--- src/rtl/aha_clock_switch_sequencer.sv ---
// aha_clock_switch_sequencer: sequences master/design clock select changes
// for the clock controller. For each request it gates the design clocks off,
// waits GATE_WAIT cycles, changes the selects, waits SETTLE_CYCLES cycles,
// then re-enables the gates.
// Optional feature macro: AHA_CLK_SEQ_SWITCH_COUNT_EN (saturating SWITCH_COUNT).
module aha_clock_switch_sequencer #(
    parameter int unsigned GATE_WAIT     = 32,
    parameter int unsigned SETTLE_CYCLES = 64
) (
    input  logic       CLK,
    input  logic       PORESETn,
    input  logic       REQ_VALID,
    output logic       REQ_READY,
    input  logic       REQ_MASTER_SEL,
    input  logic [2:0] REQ_DIV_SEL,
    output logic       MASTER_CLK_SELECT,
    output logic [2:0] DESIGN_CLK_SELECT,
    output logic       CLK_GATE_EN,
    output logic       BUSY,
    output logic       DONE,
    output logic       ERR,
    output logic [7:0] SWITCH_COUNT
);

    localparam int unsigned MAX_WAIT = (GATE_WAIT > SETTLE_CYCLES) ? GATE_WAIT : SETTLE_CYCLES;
    localparam int unsigned CNT_W    = (MAX_WAIT > 1) ? $clog2(MAX_WAIT) : 1;
    localparam int unsigned DIV_W    = 3;
    localparam logic [DIV_W-1:0] DIV_LIMIT = DIV_W'(6);

    typedef enum logic [1:0] {
        IDLE     = 2'd0,
        GATE_OFF = 2'd1,
        SETTLE   = 2'd2,
        GATE_ON  = 2'd3
    } state_t;

    state_t             state_q, state_d;
    logic [CNT_W-1:0]   cnt_q, cnt_d;
    logic               master_q, master_d;
    logic [DIV_W-1:0]   div_q, div_d;
    logic               cap_master_q, cap_master_d;
    logic [DIV_W-1:0]   cap_div_q, cap_div_d;
    logic               gate_q, gate_d;
    logic               done_q, done_d;
    logic               err_q, err_d;

    logic accept_c;
    logic req_invalid_c;
    logic req_noop_c;
    logic cnt_zero_c;

    assign REQ_READY     = (state_q == IDLE);
    assign BUSY          = (state_q != IDLE);
    assign accept_c      = REQ_VALID && REQ_READY;
    assign req_invalid_c = (REQ_DIV_SEL >= DIV_LIMIT);
    assign req_noop_c    = (REQ_MASTER_SEL == master_q) && (REQ_DIV_SEL == div_q);
    assign cnt_zero_c    = (cnt_q == '0);

    // State register
    always_ff @(posedge CLK or negedge PORESETn) begin
        if (!PORESETn) begin
            state_q <= IDLE;
        end else begin
            state_q <= state_d;
        end
    end

    // Next-state decode. The gate-on step is taken on the SETTLE exit edge so
    // READY returns in the same cycle as DONE; GATE_ON only falls back to IDLE.
    always_comb begin
        state_d = state_q;
        case (state_q)
            IDLE: begin
                if (accept_c && !req_invalid_c && !req_noop_c) begin
                    state_d = GATE_OFF;
                end
            end
            GATE_OFF: begin
                if (cnt_zero_c) begin
                    state_d = SETTLE;
                end
            end
            SETTLE: begin
                if (cnt_zero_c) begin
                    state_d = IDLE;
                end
            end
            GATE_ON: begin
                state_d = IDLE;
            end
            default: begin
                state_d = IDLE;
            end
        endcase
    end

    // Next values of the registered outputs, counter and captured request
    always_comb begin
        cnt_d        = cnt_q;
        master_d     = master_q;
        div_d        = div_q;
        cap_master_d = cap_master_q;
        cap_div_d    = cap_div_q;
        gate_d       = gate_q;
        done_d       = 1'b0;
        err_d        = 1'b0;
        case (state_q)
            IDLE: begin
                if (accept_c) begin
                    if (req_invalid_c) begin
                        err_d = 1'b1;
                    end else if (req_noop_c) begin
                        done_d = 1'b1;
                    end else begin
                        cap_master_d = REQ_MASTER_SEL;
                        cap_div_d    = REQ_DIV_SEL;
                        gate_d       = 1'b0;
                        cnt_d        = CNT_W'(GATE_WAIT - 1);
                    end
                end
            end
            GATE_OFF: begin
                if (cnt_zero_c) begin
                    master_d = cap_master_q;
                    div_d    = cap_div_q;
                    cnt_d    = CNT_W'(SETTLE_CYCLES - 1);
                end else begin
                    cnt_d = cnt_q - CNT_W'(1);
                end
            end
            SETTLE: begin
                if (cnt_zero_c) begin
                    gate_d = 1'b1;
                    done_d = 1'b1;
                end else begin
                    cnt_d = cnt_q - CNT_W'(1);
                end
            end
            GATE_ON: begin
                gate_d = 1'b1;
            end
            default: begin
                gate_d = 1'b1;
            end
        endcase
    end

    // Output, counter and request-capture registers
    always_ff @(posedge CLK or negedge PORESETn) begin
        if (!PORESETn) begin
            cnt_q        <= '0;
            master_q     <= 1'b0;
            div_q        <= '0;
            cap_master_q <= 1'b0;
            cap_div_q    <= '0;
            gate_q       <= 1'b1;
            done_q       <= 1'b0;
            err_q        <= 1'b0;
        end else begin
            cnt_q        <= cnt_d;
            master_q     <= master_d;
            div_q        <= div_d;
            cap_master_q <= cap_master_d;
            cap_div_q    <= cap_div_d;
            gate_q       <= gate_d;
            done_q       <= done_d;
            err_q        <= err_d;
        end
    end

    assign MASTER_CLK_SELECT = master_q;
    assign DESIGN_CLK_SELECT = div_q;
    assign CLK_GATE_EN       = gate_q;
    assign DONE              = done_q;
    assign ERR               = err_q;

`ifdef AHA_CLK_SEQ_SWITCH_COUNT_EN
    logic [7:0] switch_count_q;
    logic       count_inc_c;

    assign count_inc_c = (state_q == SETTLE) && cnt_zero_c;

    // Saturating count of completed (non-no-op) switches
    always_ff @(posedge CLK or negedge PORESETn) begin
        if (!PORESETn) begin
            switch_count_q <= 8'd0;
        end else if (count_inc_c && (switch_count_q != 8'hFF)) begin
            switch_count_q <= switch_count_q + 8'd1;
        end
    end

    assign SWITCH_COUNT = switch_count_q;
`else
    assign SWITCH_COUNT = 8'd0;
`endif

endmodule
--- config.mk ---
export PLATFORM = sky130hd
export DESIGN_NAME = aha_clock_switch_sequencer
export DESIGN_NICKNAME = d
export VERILOG_FILES = /design/src/rtl/aha_clock_switch_sequencer.sv
export SDC_FILE = /design/constraint.sdc
export NUM_CORES = 1
export LEC_CHECK = 0
export ABC_AREA = 1
export BUFFER_PORTS_ARGS = -buffer_cell sky130_fd_sc_hd__buf_4
export CAP_MARGIN = 20
export CORE_MARGIN = 2
export CORE_UTILIZATION = 50
export CTS_CLUSTER_SIZE = 12
export DETAILED_ROUTE_END_ITERATION = 16
export HOLD_SLACK_MARGIN = 0.1
export PLACE_DENSITY = 0.74
export SLEW_MARGIN = 20
export SYNTH_ARGS = -nofsm -noshare
export SYNTH_HDL_FRONTEND = slang
export SYNTH_SLANG_ARGS = --single-unit
export TNS_END_PERCENT = 30
--- constraint.sdc ---
create_clock -name CLK -period 1.6 [get_ports CLK]
set_input_delay 0.08 -clock CLK [delete_from_list [all_inputs] [get_ports CLK]]
set_output_delay 0.08 -clock CLK [all_outputs]
set_load 0.05 [all_outputs]
==> results of run 1 <==
==> report_power, final <==
group / internal, W / switching (W)
clock: 0.0000969 / 0.000151
combinational: 0.000542 / 0.00102
sequential: 0.000672 / 0.000172
total: 0.00131 / 0.00134
==> kinds of logic after synthesis <==
logic type               share of synthesized area, %
AND/OR/NAND/NOR                                 30.78
buffers and inverters                           12.39
flip-flops                                      40.02
AO/OA/AOI/OAI                                   8.719
adder cells (fa/ha/maj)                         6.302
XOR/XNOR                                        1.471
other                                          0.3148
==> final cells by class <==
cell class,count,area (sq um),area share [%]
multi-input cells,115,625.6,43.71
flip-flops and latches,19,479.2,33.48
repair buffers,23,190.2,13.29
inverters,19,75.07,5.245
well taps,28,35.03,2.448
clock buffers,4,26.28,1.836
==> per-layer routing <==
metal | GRT usage [%] | up-vias
met4 | 10.26 | 0
met3 | 3.429 | 6
li1 | - | 520
met1 | 25.81 | 458
met2 | 35.42 | 18
met5 | 0 | -
==> how the worst max path moves through the flow <==
stage / start / to / cells after the start
floorplan: state_q[1] / state_q[0] / 9
CTS: cnt_q[0] / DESIGN_CLK_SELECT[0] / 7
finish: state_q[1] / ERR / 5
global placement: state_q[1] / cnt_q[2] / 6
global route: state_q[1] / ERR / 5
detailed placement: cnt_q[0] / cnt_q[4] / 9
==> critical path, stage by stage (launching register included) <==
cell           delay [ns]
dfrtp_2              0.46
inv_2                0.10
ha_4                 0.21
nand2_1              0.06
nor2_1               0.10
dlygate4sd3_1        0.55
==> registers in the layout, indices dropped and copies added, names as in the netlist <==
register / count
CLK_GATE_EN: 1
state_q: 2
cnt_q: 6
cap_master_q: 1
DESIGN_CLK_SELECT: 3
ERR: 1
MASTER_CLK_SELECT: 1
DONE: 1
cap_div_q: 3
==> timing repair <==
action | CTS | global route
setup endpoints to repair | 0 | 13
endpoints found under the hold margin | 24 | 0
setup buffers | 0 | 0
hold buffers | 7 | 0
resized for setup | 0 | 8
==> layout by cell type (no fill, tap or decap), types with 4 or more instances in the layout <==
cell type and instances:
inv_1 15, dfrtp_1 16, conb_1 8, o21ai_0 11, buf_4 16, nor2_2 4, nand2_1 50, dlygate4sd3_1 7
nor2_1 9, nand3_1 8, ha_1 4
==> through the flow <==
stage	setup WS (ns)	instances
floorplan	-0.1226	163
global placement	0.1061	197
detailed placement	0.05044	197
CTS	0.02202	208
global route	-0.005146	208
finish	0.06860	208
==> Yosys cell counts (2+ instances only) <==
library cell | instances | area (sq um)
buf_4 | 8 | 60.06
dfrtp_1 | 18 | 450.4
ha_1 | 6 | 75.07
inv_1 | 19 | 71.32
nand2_1 | 51 | 191.4
nand2_4 | 2 | 22.52
nand3_1 | 8 | 40.04
nand3_2 | 2 | 20.02
nor2_1 | 10 | 37.54
nor2_2 | 3 | 18.77
o21ai_0 | 11 | 55.05
o21ai_1 | 2 | 10.01
o21ai_2 | 2 | 17.52
xor2_1 | 2 | 17.52
==> impl_metrics.yaml, run 1 <==
outcome:
  status: "finished, final reports clean"
routing:
  num_vias: 1002
  vias_per_cell: 4.817
  met1_length_microns: 1114
  first_iter_violations: 22
  drc: 0
  finalWirelength_microns: 2489
  drtAntennaViolNets: 0
  wl_met2_microns: 1267
  route.met3.wl_microns: 68
  firstDrtPassIters: 4
  highest_layer: "met4"
  wire_per_inst_microns: 11.97
timing:
  clock_skew_ns: 0.001844
  slew_viol_final: 0
  setup_tns_ns: 0
  min_period_over_period_pct: 95.71
  grt_setup_unrepaired: "true"
  finalCriticalPeriod_ns: 1.531
  whs_ns: 0.1845
  setup-violations-final: 0
  hold_viol: 0
  fmax_mhz: 653.0
floorplan:
  die_h_microns: 52.81
  design.die.area_sq_mm: 0.002789
  io_pins: 24
  core-area_sq_mm: 0.002233
  rows: 17
  die_w_microns: 52.81
  start_util_pct: 53.33
critical_path:
  worstSetupEndpointType: "flip-flop"
  r2r_start: "state_q[1]"
  cp_max_fo: 6
  cp.required_ns: 1.84
  crit_arrival_ns: 1.77
  reg2reg_to: "ERR"
  r2r_cells: 5
  path_class: "reg -> reg"
  regToRegSetupSlack_ns: 0.07
  startpoint_type: "flip-flop"
synthesis:
  avgSynthCellArea_sq_um: 7.636
  synth-seq-cells: 19
  synth_edf_count: 0
  yosysSeqAreaShare_pct: 40.02
  synth_area_sq_mm: 0.001191
  ys_async_sr_fraction_pct: 100.0
  synthesis.instances: 156
  synth_cell_types: 26
  yosysWarnings: 0
  ys.flop_type: "dfrtp_1"
clocking:
  cts.sinks: 19
  cts_buffers: 3
  clk_path_buf_depth: 2
  cts.clk_slew.worst_paths_ns: 0.11
  cts_tree: "yes"
  cts-root-buf: "clkbuf_4"
  clk-insertion-delay-late_ns: 0.29
  cts_max_level: 1
layout:
  diodes: 0
  num-fill-cells: 203
  areaGrowthSynthToFinish_pct: 20.17
  design_area_sq_mm: 0.001431
  drive_gt1_share_pct: 23.89
  utilization_pct: 64.09
  finish.net_count: 194
placement:
  gp_congestion: 0.8878
  io_buffer_count: 15
  dp_hpwl_microns: 1812
  placed_area_sq_mm: 0.001315
power:
  max-vdd-ir-drop_mv: 1.073
  p_per_area_mw_per_mm2: 1854
  p_total_w: 0.002654
  cellLeakagePower_nw: 0.7316
grt:
  grt_max_degree: 20
  antenna_found_initial: 0
  grt_usage_pct: 21.03
  grt_pass1_wl_microns: 4271
  overflow: 0
  grt_pass1_vias: 1000
job:
  maxCapViolCount: 0
worst_hold_path:
  min_path_type: "in -> async"
(Power assumes the default switching activity.)
==> run 2: changes to the inputs <==
--- a/config.mk
+++ b/config.mk
@@ -14,6 +14,7 @@
 export DETAILED_ROUTE_END_ITERATION = 16
 export HOLD_SLACK_MARGIN = 0.1
 export PLACE_DENSITY = 0.74
+export RECOVER_POWER = 25
 export SLEW_MARGIN = 20
 export SYNTH_ARGS = -nofsm -noshare
 export SYNTH_HDL_FRONTEND = slang
==> run 2 against run 1 <==
Fmax barely moved. Cell count is the same. Sequential power is essentially flat. First-iteration DRC count unchanged. Clock power about the same. Count of clock-buffer cells in the layout stayed put. Global-route usage unchanged. Clock skew did not move. Critical path type unchanged. Highest routed layer unchanged.
==> impl_metrics.yaml, run 2 (same netlist as run 1, synthesis figures left out) <==
placement:
  gp_congestion: 0.8878
  io_buffer_count: 15
  place_inst: 197
  dp_hpwl_microns: 1812
timing:
  clock_skew_ns: 0.001844
  min_period_over_period_pct: 95.70
  tightest_slew_ns: 1.072
  finalCriticalPeriod_ns: 1.531
  slew_headroom_pct: 28.54
  hold_viol: 0
  slew_viol_final: 0
  setup-violations-final: 0
  fmax_mhz: 653.1
  grt_setup_unrepaired: "true"
grt:
  use_met3_pct: 3.429
  overflow: 0
  grt_max_degree: 20
  grt_usage_pct: 21.03
  grt_util_met2_pct: 35.42
  grt_pass1_vias: 1000
  grt_pass1_wl_microns: 4271
  grt-busiest-layer: "met2"
  antenna_found_initial: 0
  use_met1_pct: 25.81
layout:
  regMostFlops: "cnt_q"
  diodes: 0
  finish.net_count: 194
  utilization_pct: 63.92
  drive_gt1_share_pct: 23.33
  final_cells: 208
  num-fill-cells: 203
  largest_reg_flops: 6
  final_cell_mix: "nand2_1, dfrtp_1, inv_1, buf_4, o21ai_0"
  areaGrowthSynthToFinish_pct: 19.85
  final_common_cell: "nand2_1"
critical_path:
  cp.required_ns: 1.84
  worstSetupEndpointType: "flip-flop"
  crit_arrival_ns: 1.77
  startpoint_type: "flip-flop"
  r2r_cells: 5
  cp_max_fo: 6
  path_class: "reg -> reg"
floorplan:
  core-area_sq_mm: 0.002233
  die_w_microns: 52.81
  design.die.area_sq_mm: 0.002789
  start_util_pct: 53.33
  io_pins: 24
  die_h_microns: 52.81
  rows: 17
clocking:
  cts_buffers: 3
  cts-root-buf: "clkbuf_4"
  cts.clk_slew.worst_paths_ns: 0.11
  cts.sinks: 19
  clk-insertion-delay-late_ns: 0.29
  cts_tree: "yes"
  clk_path_buf_depth: 2
  postCtsSetupRepairBufs: 0
  cts_max_level: 1
routing:
  vias_per_cell: 4.817
  num_vias: 1002
  drtAntennaViolNets: 0
  drc: 0
  firstDrtPassIters: 4
  finalWirelength_microns: 2487
  wire_per_inst_microns: 11.96
  first_iter_violations: 22
job:
  maxCapViolCount: 0
power:
  p_total_w: 0.002653
  max-vdd-ir-drop_mv: 1.072
  p_per_area_mw_per_mm2: 1858
  cellLeakagePower_nw: 0.7280
outcome:
  status: "finished, final reports clean"
worst_hold_path:
  min_path_type: "in -> async"
-- run 2: worst paths after layout --
path                              from  slack [ns]          end
min in group CLK           CLK_GATE_EN        0.49  CLK_GATE_EN
hold reg to reg            CLK_GATE_EN        0.49  CLK_GATE_EN
max in group asynchronous     PORESETn        0.41   state_q[0]
setup / recovery            state_q[1]        0.07          ERR
hold / removal                PORESETn        0.49   state_q[1]
setup reg to reg            state_q[1]        0.07          ERR
-- run 2: critical path, cell delays in order, from the launching register on --
cell and delay, ns:
dfrtp_2 0.46, inv_2 0.10, ha_4 0.21, nand2_1 0.06
nor2_1 0.10, dlygate4sd3_1 0.55
-- run 2: through the flow --
step	area, sq um	hold WS (ns)	worst slack (ns)	TNS (ns)
5_1_grt	1428	0.5222	-0.005146	-0.007417
3_3_place_gp	1315	-0.03468	0.1061	0
2_1_floorplan	1236	-0.2156	-0.1226	-0.4998
6_report	1428	0.4856	0.06874	0
3_5_place_dp	1315	-0.02730	0.05044	0
4_1_cts	1411	0.1865	0.02202	0
-- run 2: layer usage --
layer / vias to the layer above / share of wire, %
met3: 6 / 2.7
met1: 458 / 45
met5: - / 0
met2: 18 / 51
li1: 520 / -
met4: 0 / 1.6
-- run 2: layout make-up --
| cell class | instances | area, sq um | area share [%] |
|---|---|---|---|
| clock buffers | 4 | 26.28 | 1.840 |
| flip-flops and latches | 19 | 479.2 | 33.57 |
| inverters | 19 | 75.07 | 5.259 |
| repair buffers | 23 | 186.4 | 13.06 |
| well taps | 28 | 35.03 | 2.454 |
| multi-input cells | 115 | 625.6 | 43.82 |
-- run 2: what timing repair did --
item,in CTS,in global routing
gates resized for setup,0,8
setup endpoints to repair,0,13
hold buffers,7,0
endpoints found under the hold margin,24,0
-- run 2: where the power goes --
part           switching [W]  internal [W]
sequential          0.000172      0.000672
combinational        0.00102      0.000541
clock               0.000151     0.0000969
total                0.00134       0.00131
